==> src/rtl/conv_encoder_punct.sv <==
// K=7 802.11a convolutional encoder (g0=133o, g1=171o) with rate-dependent puncturing.
// Define TAIL_FLUSH_EN to append TAIL_LEN zero bits after the last information bit.
module conv_encoder_punct #(
    parameter int           K  = 7,
    parameter logic [K-1:0] G0 = 7'b1011011,
    parameter logic [K-1:0] G1 = 7'b1111001
`ifdef TAIL_FLUSH_EN
    ,
    parameter int           TAIL_LEN = 6
`endif
) (
    input  logic       clk,
    input  logic       rst,
    input  logic [3:0] rate,
    input  logic       start,
    input  logic       dataIn,
    input  logic       dataValid,
    input  logic       dataLast,
    output logic       dataAccept,
    output logic [1:0] vecBits,
    output logic [1:0] vecMask,
    output logic       outValid,
    input  logic       outReady,
    output logic       done
);

    localparam int SR_W = K - 1;

    typedef enum logic [1:0] {
        RATE_12 = 2'd0,
        RATE_23 = 2'd1,
        RATE_34 = 2'd2
    } rate_e;

`ifdef TAIL_FLUSH_EN
    typedef enum logic [1:0] {
        ST_IDLE    = 2'd0,
        ST_ENCODE  = 2'd1,
        ST_TAIL    = 2'd2,
        ST_LASTOUT = 2'd3
    } state_e;

    localparam int             TW        = (TAIL_LEN > 1) ? $clog2(TAIL_LEN) : 1;
    localparam logic [TW-1:0]  TAIL_LAST = TW'(TAIL_LEN - 1);
`else
    typedef enum logic [1:0] {
        ST_IDLE    = 2'd0,
        ST_ENCODE  = 2'd1,
        ST_LASTOUT = 2'd3
    } state_e;
`endif

    function automatic logic conv_tap(input logic [K-1:0] window, input logic [K-1:0] gen);
        return ^(window & gen);
    endfunction

    function automatic rate_e decode_rate(input logic [3:0] field);
        rate_e r;
        case (field)
            4'b0001:                             r = RATE_23;
            4'b1111, 4'b0111, 4'b1011, 4'b0011:  r = RATE_34;
            default:                             r = RATE_12;
        endcase
        return r;
    endfunction

    function automatic logic [1:0] punct_mask(input rate_e r, input logic [1:0] pos);
        logic [1:0] m;
        case (r)
            RATE_23: m = pos[0] ? 2'b10 : 2'b11;
            RATE_34: begin
                case (pos)
                    2'd0:    m = 2'b11;
                    2'd1:    m = 2'b10;
                    2'd2:    m = 2'b01;
                    default: m = 2'b11;
                endcase
            end
            default: m = 2'b11;
        endcase
        return m;
    endfunction

    function automatic logic [1:0] punct_next(input rate_e r, input logic [1:0] pos);
        logic [1:0] n;
        case (r)
            RATE_23: n = (pos == 2'd1) ? 2'd0 : pos + 2'd1;
            RATE_34: n = (pos == 2'd2) ? 2'd0 : pos + 2'd1;
            default: n = 2'd0;
        endcase
        return n;
    endfunction

    state_e        state_q, state_d;
    rate_e         rate_q, rate_d;
    logic [SR_W-1:0] sr_q, sr_d;
    logic [1:0]    punct_q, punct_d;
    logic [1:0]    vec_bits_q, vec_bits_d;
    logic [1:0]    vec_mask_q, vec_mask_d;
    logic          out_valid_q, out_valid_d;
    logic          done_q, done_d;
`ifdef TAIL_FLUSH_EN
    logic [TW-1:0] tail_q, tail_d;
`endif

    logic            accept_s;
    logic            in_bit_s;
    logic [K-1:0]    window_s;
    logic [1:0]      code_mask_s;
    logic [1:0]      code_bits_s;
    logic [SR_W-1:0] next_sr_s;
    logic [1:0]      next_punct_s;

    // Tail states feed zeros, so the encoder input is dataIn only while encoding.
    assign accept_s     = (state_q == ST_ENCODE) && (!out_valid_q || outReady);
    assign in_bit_s     = (state_q == ST_ENCODE) ? dataIn : 1'b0;
    assign window_s     = {in_bit_s, sr_q};
    assign code_mask_s  = punct_mask(rate_q, punct_q);
    assign code_bits_s  = {conv_tap(window_s, G0), conv_tap(window_s, G1)} & code_mask_s;
    assign next_sr_s    = {in_bit_s, sr_q[SR_W-1:1]};
    assign next_punct_s = punct_next(rate_q, punct_q);

    // Next-state and output-register computation for the frame controller.
    always_comb begin
        state_d     = state_q;
        rate_d      = rate_q;
        sr_d        = sr_q;
        punct_d     = punct_q;
        vec_bits_d  = vec_bits_q;
        vec_mask_d  = vec_mask_q;
        out_valid_d = out_valid_q;
        done_d      = 1'b0;
`ifdef TAIL_FLUSH_EN
        tail_d      = tail_q;
`endif
        case (state_q)
            ST_IDLE: begin
                out_valid_d = 1'b0;
                if (start) begin
                    state_d = ST_ENCODE;
                    rate_d  = decode_rate(rate);
                    sr_d    = '0;
                    punct_d = 2'd0;
`ifdef TAIL_FLUSH_EN
                    tail_d  = '0;
`endif
                end else begin
                    state_d = ST_IDLE;
                end
            end
            ST_ENCODE: begin
                if (accept_s && dataValid) begin
                    vec_bits_d  = code_bits_s;
                    vec_mask_d  = code_mask_s;
                    sr_d        = next_sr_s;
                    punct_d     = next_punct_s;
                    out_valid_d = 1'b1;
                    if (dataLast) begin
`ifdef TAIL_FLUSH_EN
                        state_d = ST_TAIL;
                        tail_d  = '0;
`else
                        state_d = ST_LASTOUT;
`endif
                    end else begin
                        state_d = ST_ENCODE;
                    end
                end else if (out_valid_q && outReady) begin
                    out_valid_d = 1'b0;
                end else begin
                    out_valid_d = out_valid_q;
                end
            end
`ifdef TAIL_FLUSH_EN
            ST_TAIL: begin
                if (!out_valid_q || outReady) begin
                    vec_bits_d  = code_bits_s;
                    vec_mask_d  = code_mask_s;
                    sr_d        = next_sr_s;
                    punct_d     = next_punct_s;
                    out_valid_d = 1'b1;
                    if (tail_q == TAIL_LAST) begin
                        state_d = ST_LASTOUT;
                    end else begin
                        tail_d = tail_q + TW'(1);
                    end
                end else begin
                    state_d = ST_TAIL;
                end
            end
`endif
            ST_LASTOUT: begin
                if (out_valid_q && outReady) begin
                    done_d      = 1'b1;
                    out_valid_d = 1'b0;
                    state_d     = ST_IDLE;
                end else begin
                    state_d = ST_LASTOUT;
                end
            end
            default: begin
                state_d     = ST_IDLE;
                out_valid_d = 1'b0;
            end
        endcase
    end

    // State and output registers with synchronous reset.
    always_ff @(posedge clk) begin
        if (rst) begin
            state_q     <= ST_IDLE;
            rate_q      <= RATE_12;
            sr_q        <= '0;
            punct_q     <= 2'd0;
            vec_bits_q  <= 2'b00;
            vec_mask_q  <= 2'b00;
            out_valid_q <= 1'b0;
            done_q      <= 1'b0;
`ifdef TAIL_FLUSH_EN
            tail_q      <= '0;
`endif
        end else begin
            state_q     <= state_d;
            rate_q      <= rate_d;
            sr_q        <= sr_d;
            punct_q     <= punct_d;
            vec_bits_q  <= vec_bits_d;
            vec_mask_q  <= vec_mask_d;
            out_valid_q <= out_valid_d;
            done_q      <= done_d;
`ifdef TAIL_FLUSH_EN
            tail_q      <= tail_d;
`endif
        end
    end

    assign dataAccept = accept_s;
    assign vecBits    = vec_bits_q;
    assign vecMask    = vec_mask_q;
    assign outValid   = out_valid_q;
    assign done       = done_q;

endmodule

==> config.mk <==
export PLATFORM = sky130hd
export DESIGN_NAME = conv_encoder_punct
export DESIGN_NICKNAME = d
export VERILOG_FILES = /design/src/rtl/conv_encoder_punct.sv
export SDC_FILE = /design/constraint.sdc
export NUM_CORES = 1
export LEC_CHECK = 0
export ABC_AREA = 1
export CAP_MARGIN = 30
export CORE_MARGIN = 8
export CORE_UTILIZATION = 30
export DETAILED_ROUTE_END_ITERATION = 7
export PLACE_DENSITY = 0.53
export SLEW_MARGIN = 20
export SYNTH_ARGS = -nofsm -noshare
export SYNTH_HDL_FRONTEND = slang
export SYNTH_SLANG_ARGS = --single-unit
==> constraint.sdc <==
create_clock -name clk -period 3.4 [get_ports clk]
set_input_delay 0.68 -clock clk [delete_from_list [all_inputs] [get_ports clk]]
set_output_delay 0.68 -clock clk [all_outputs]
set_load 0.02 [all_outputs]
==> results.json <==
{
  "die_h_um": 72.7,
  "fin_crit_sh_pct": 80.8,
  "crit_type": "in -> out",
  "yosys_warnings": 0,
  "syn-cell-area_um2": 965,
  "cts_tree": "built",
  "worstPathRequired_ps": 2720,
  "pin_count": 18,
  "endpoint_kind": "output pin",
  "die_area_um2": 5290,
  "min_to": "vecBits[1]$_SDFFE_PP0P_",
  "cap_viol_max_count": 0,
  "drtIter0Drc": 28,
  "avgViaCountPerCell": 4.61,
  "path_cells": "clkdlybuf4s50_1, inv_1, nand2_1, inv_1, nor2_1, clkdlybuf4s50_1",
  "root_buffer": "clkbuf_4",
  "grt_util_all_layers_pct": 8.77,
  "slew_violations": 0,
  "synth-seq-area-share_pct": 37.4,
  "synth_flop_cell": "dfxtp_1",
  "peakVddDrop_mv": 0.202,
  "report.final.hold_viol_count": 0,
  "setup_tns_ps": 0,
  "nets": 169,
  "switching_share_pct": 32.0,
  "place_congestion": 0.718,
  "synth_area_leaders": "dfxtp_1 (37%), nand2_1 (12%), inv_1 (7.0%), a21oi_1 (6.7%), nor2_1 (5.8%)",
  "reg2reg_from": "state_q[0]$_SDFFE_PP0P_",
  "cp-start-kind": "input port",
  "synthArstFlopShare_pct": 0,
  "seqPwrFrac_pct": 47.4,
  "internal_power_mw": 0.349,
  "cp_num_buf_inv": 4,
  "n_fill_cell": 351,
  "synthTopCellsByCount": "nand2_1 (32), dfxtp_1 (18), inv_1 (18)",
  "portBuffers": 17,
  "worstPathMaxFanout": 3,
  "setup_violations": 0,
  "area_growth_pct": 24.3,
  "crit_path_max_incr_delay_ps": 610,
  "max_freq_mhz": 364,
  "path_clk_slew_ps": 110,
  "critPathTopFamily": "buffers and inverters",
  "finalCriticalPeriod_ps": 2750,
  "grt.overflow.total": 0,
  "holdPathStages": 2,
  "p_per_area_nw_per_um2": 429,
  "synth_top_cell_by_area": "dfxtp_1",
  "p_clk_share_pct": 26.3,
  "antenna_found_initial": 0,
  "diodes": 0,
  "synth_top_cell_area_share_pct": 37.4,
  "status": "completed",
  "rows": 20,
  "yosysMostFrequentCell": "nand2_1",
  "synth_cell_types": 26,
  "cts_buffer_depth": 2,
  "r2r-end": "punct_q[1]$_SDFFE_PP0P_",
  "grt_max_degree": 12,
  "coreArea_um2": 3050,
  "cts-hold-fix-buffers": 0,
  "grt_pass1_vias": 895,
  "fin_util_pct": 39.3,
  "firstDrtPassIters": 4,
  "rsz0062_at_grt": "no",
  "skew_ps": 1.59,
  "worstSkewPairLatency_ps": 300,
  "synth_fp_nets": 149,
  "maxSlewHeadroom_pct": 78.1,
  "wire_per_inst_um": 10.8,
  "netlist_instances": 136,
  "ff2ff_path_depth": 7,
  "power.leakage_nw": 0.501,
  "post-route-drc-count": 0,
  "vias": 917,
  "h-tree-depth": 1,
  "cts_resized": 0,
  "min_from": "vecBits[1]$_SDFFE_PP0P_",
  "p_comb_share_pct": 26.3,
  "synth-edff-count": 0,
  "r2r_slack_ps": 1980,
  "hp-class": "reg -> reg",
  "initial_core_util_pct": 31.6,
  "cp.arrival_ps": 2070,
  "layout-drive-gt1-share_pct": 9.03,
  "clock_sinks": 18,
  "final_antenna_net_count": 0,
  "post-cts-setup-buffer-count": 0,
  "slowest_stage": "clkdlybuf4s50_1",
  "drt-total-wl_um": 2140,
  "max_slew.worst_pin.slew_ps": 328,
  "grt_pass1_wl_um": 3750,
  "dp_hpwl_um": 1730,
  "p_switching_mw": 0.164,
  "synth.avg_cell_area_um2": 7.09,
  "die_x_um": 72.7,
  "synth-seq-cells": 18,
  "cts_buffers": 3
}
[worst max-delay path by stage]
stage,endpoint,depth (start not counted),start
CTS,dataAccept,6,outReady
detailed placement,dataAccept,6,outReady
global route,dataAccept,6,outReady
global placement,dataAccept,6,outReady
floorplan,dataAccept,4,outReady
finish,dataAccept,6,outReady
[per-stage QoR]
step / instance area [um^2] / setup slack [ps] / power, mW / hold slack [ps] / cells
after global placement: 1160 / 662 / 0.381 / 455 / 195
after floorplan: 965 / 1570 / 0.348 / 457 / 136
after CTS: 1200 / 635 / 0.524 / 474 / 199
after detailed placement: 1160 / 635 / 0.384 / 457 / 195
final: 1200 / 654 / 0.514 / 471 / 199
after global routing: 1200 / 539 / 0.552 / 516 / 199
[flip-flops by register name, summed over array words and instances (netlist names)]
signal and flops:
state_q 2, done 1, vecMask 2, sr_q 6, outValid 1, punct_q 2
vecBits 2, rate_q 2
[layout by cell type, fill, tap and decap left out]
master           count
clkbuf_4             3
nand3_1              9
dfxtp_1             18
a221oi_1             1
o21bai_1             1
a21oi_1             13
a21boi_0             1
nand2_4              2
nand4_1              1
inv_1               18
nor3_1               1
nand3_4              1
a211oi_1             1
ha_1                 2
nor2_1              15
o21ai_0              1
a21oi_2              2
xnor2_1              1
clkdlybuf4s50_1     17
clkbuf_8             1
clkinv_4             1
a31oi_1              2
inv_2                2
nand3b_1             1
o21ai_1              6
o21ai_2              2
nand2_1             32
[cell families after synthesis]
logic type | share of synthesized area, %
XOR/XNOR | 0.908
AND/OR/NAND/NOR | 29.1
buffers and inverters | 11.5
flip-flops | 37.4
adder cells (fa/ha/maj) | 2.59
AO/OA/AOI/OAI | 18.5
[layer usage]
| layer | up-vias | GRT usage (%) | part of all wire (%) |
|---|---|---|---|
| li1 | 481 | - | - |
| met1 | 416 | 9.62 | 46 |
| met2 | 18 | 15.2 | 46 |
| met3 | 2 | 3.71 | 7.0 |
| met4 | 0 | 2.00 | 0.70 |
| met5 | - | 0 | 0 |
[layout make-up]
class                   instances  area, um^2  share of cell area [%]
flip-flops and latches         18         360                    30.1
well taps                      44        55.1                    4.59
inverters                      21        83.8                    6.99
multi-input cells              95         493                    41.1
clock buffers                   4        36.3                    3.03
repair buffers                 17         170                    14.2
[worst register-to-register path: stages, from the launching register on]
cell and delay (ps):
dfxtp_1 470, nand2_4 110, clkinv_4 90, nand3_4 130, nand2_4 180, inv_1 130, o21ai_1 150, nor2_1 60
[power groups by stage]
stage / logic [mW] / registers, mW / clock network [mW]
floorplan: 0.0983 / 0.250 / 0
global placement: 0.133 / 0.248 / 0
detailed placement: 0.135 / 0.249 / 0
CTS: 0.136 / 0.244 / 0.144
global route: 0.153 / 0.246 / 0.153
finish: 0.135 / 0.243 / 0.135
(Power assumes the default switching activity.)
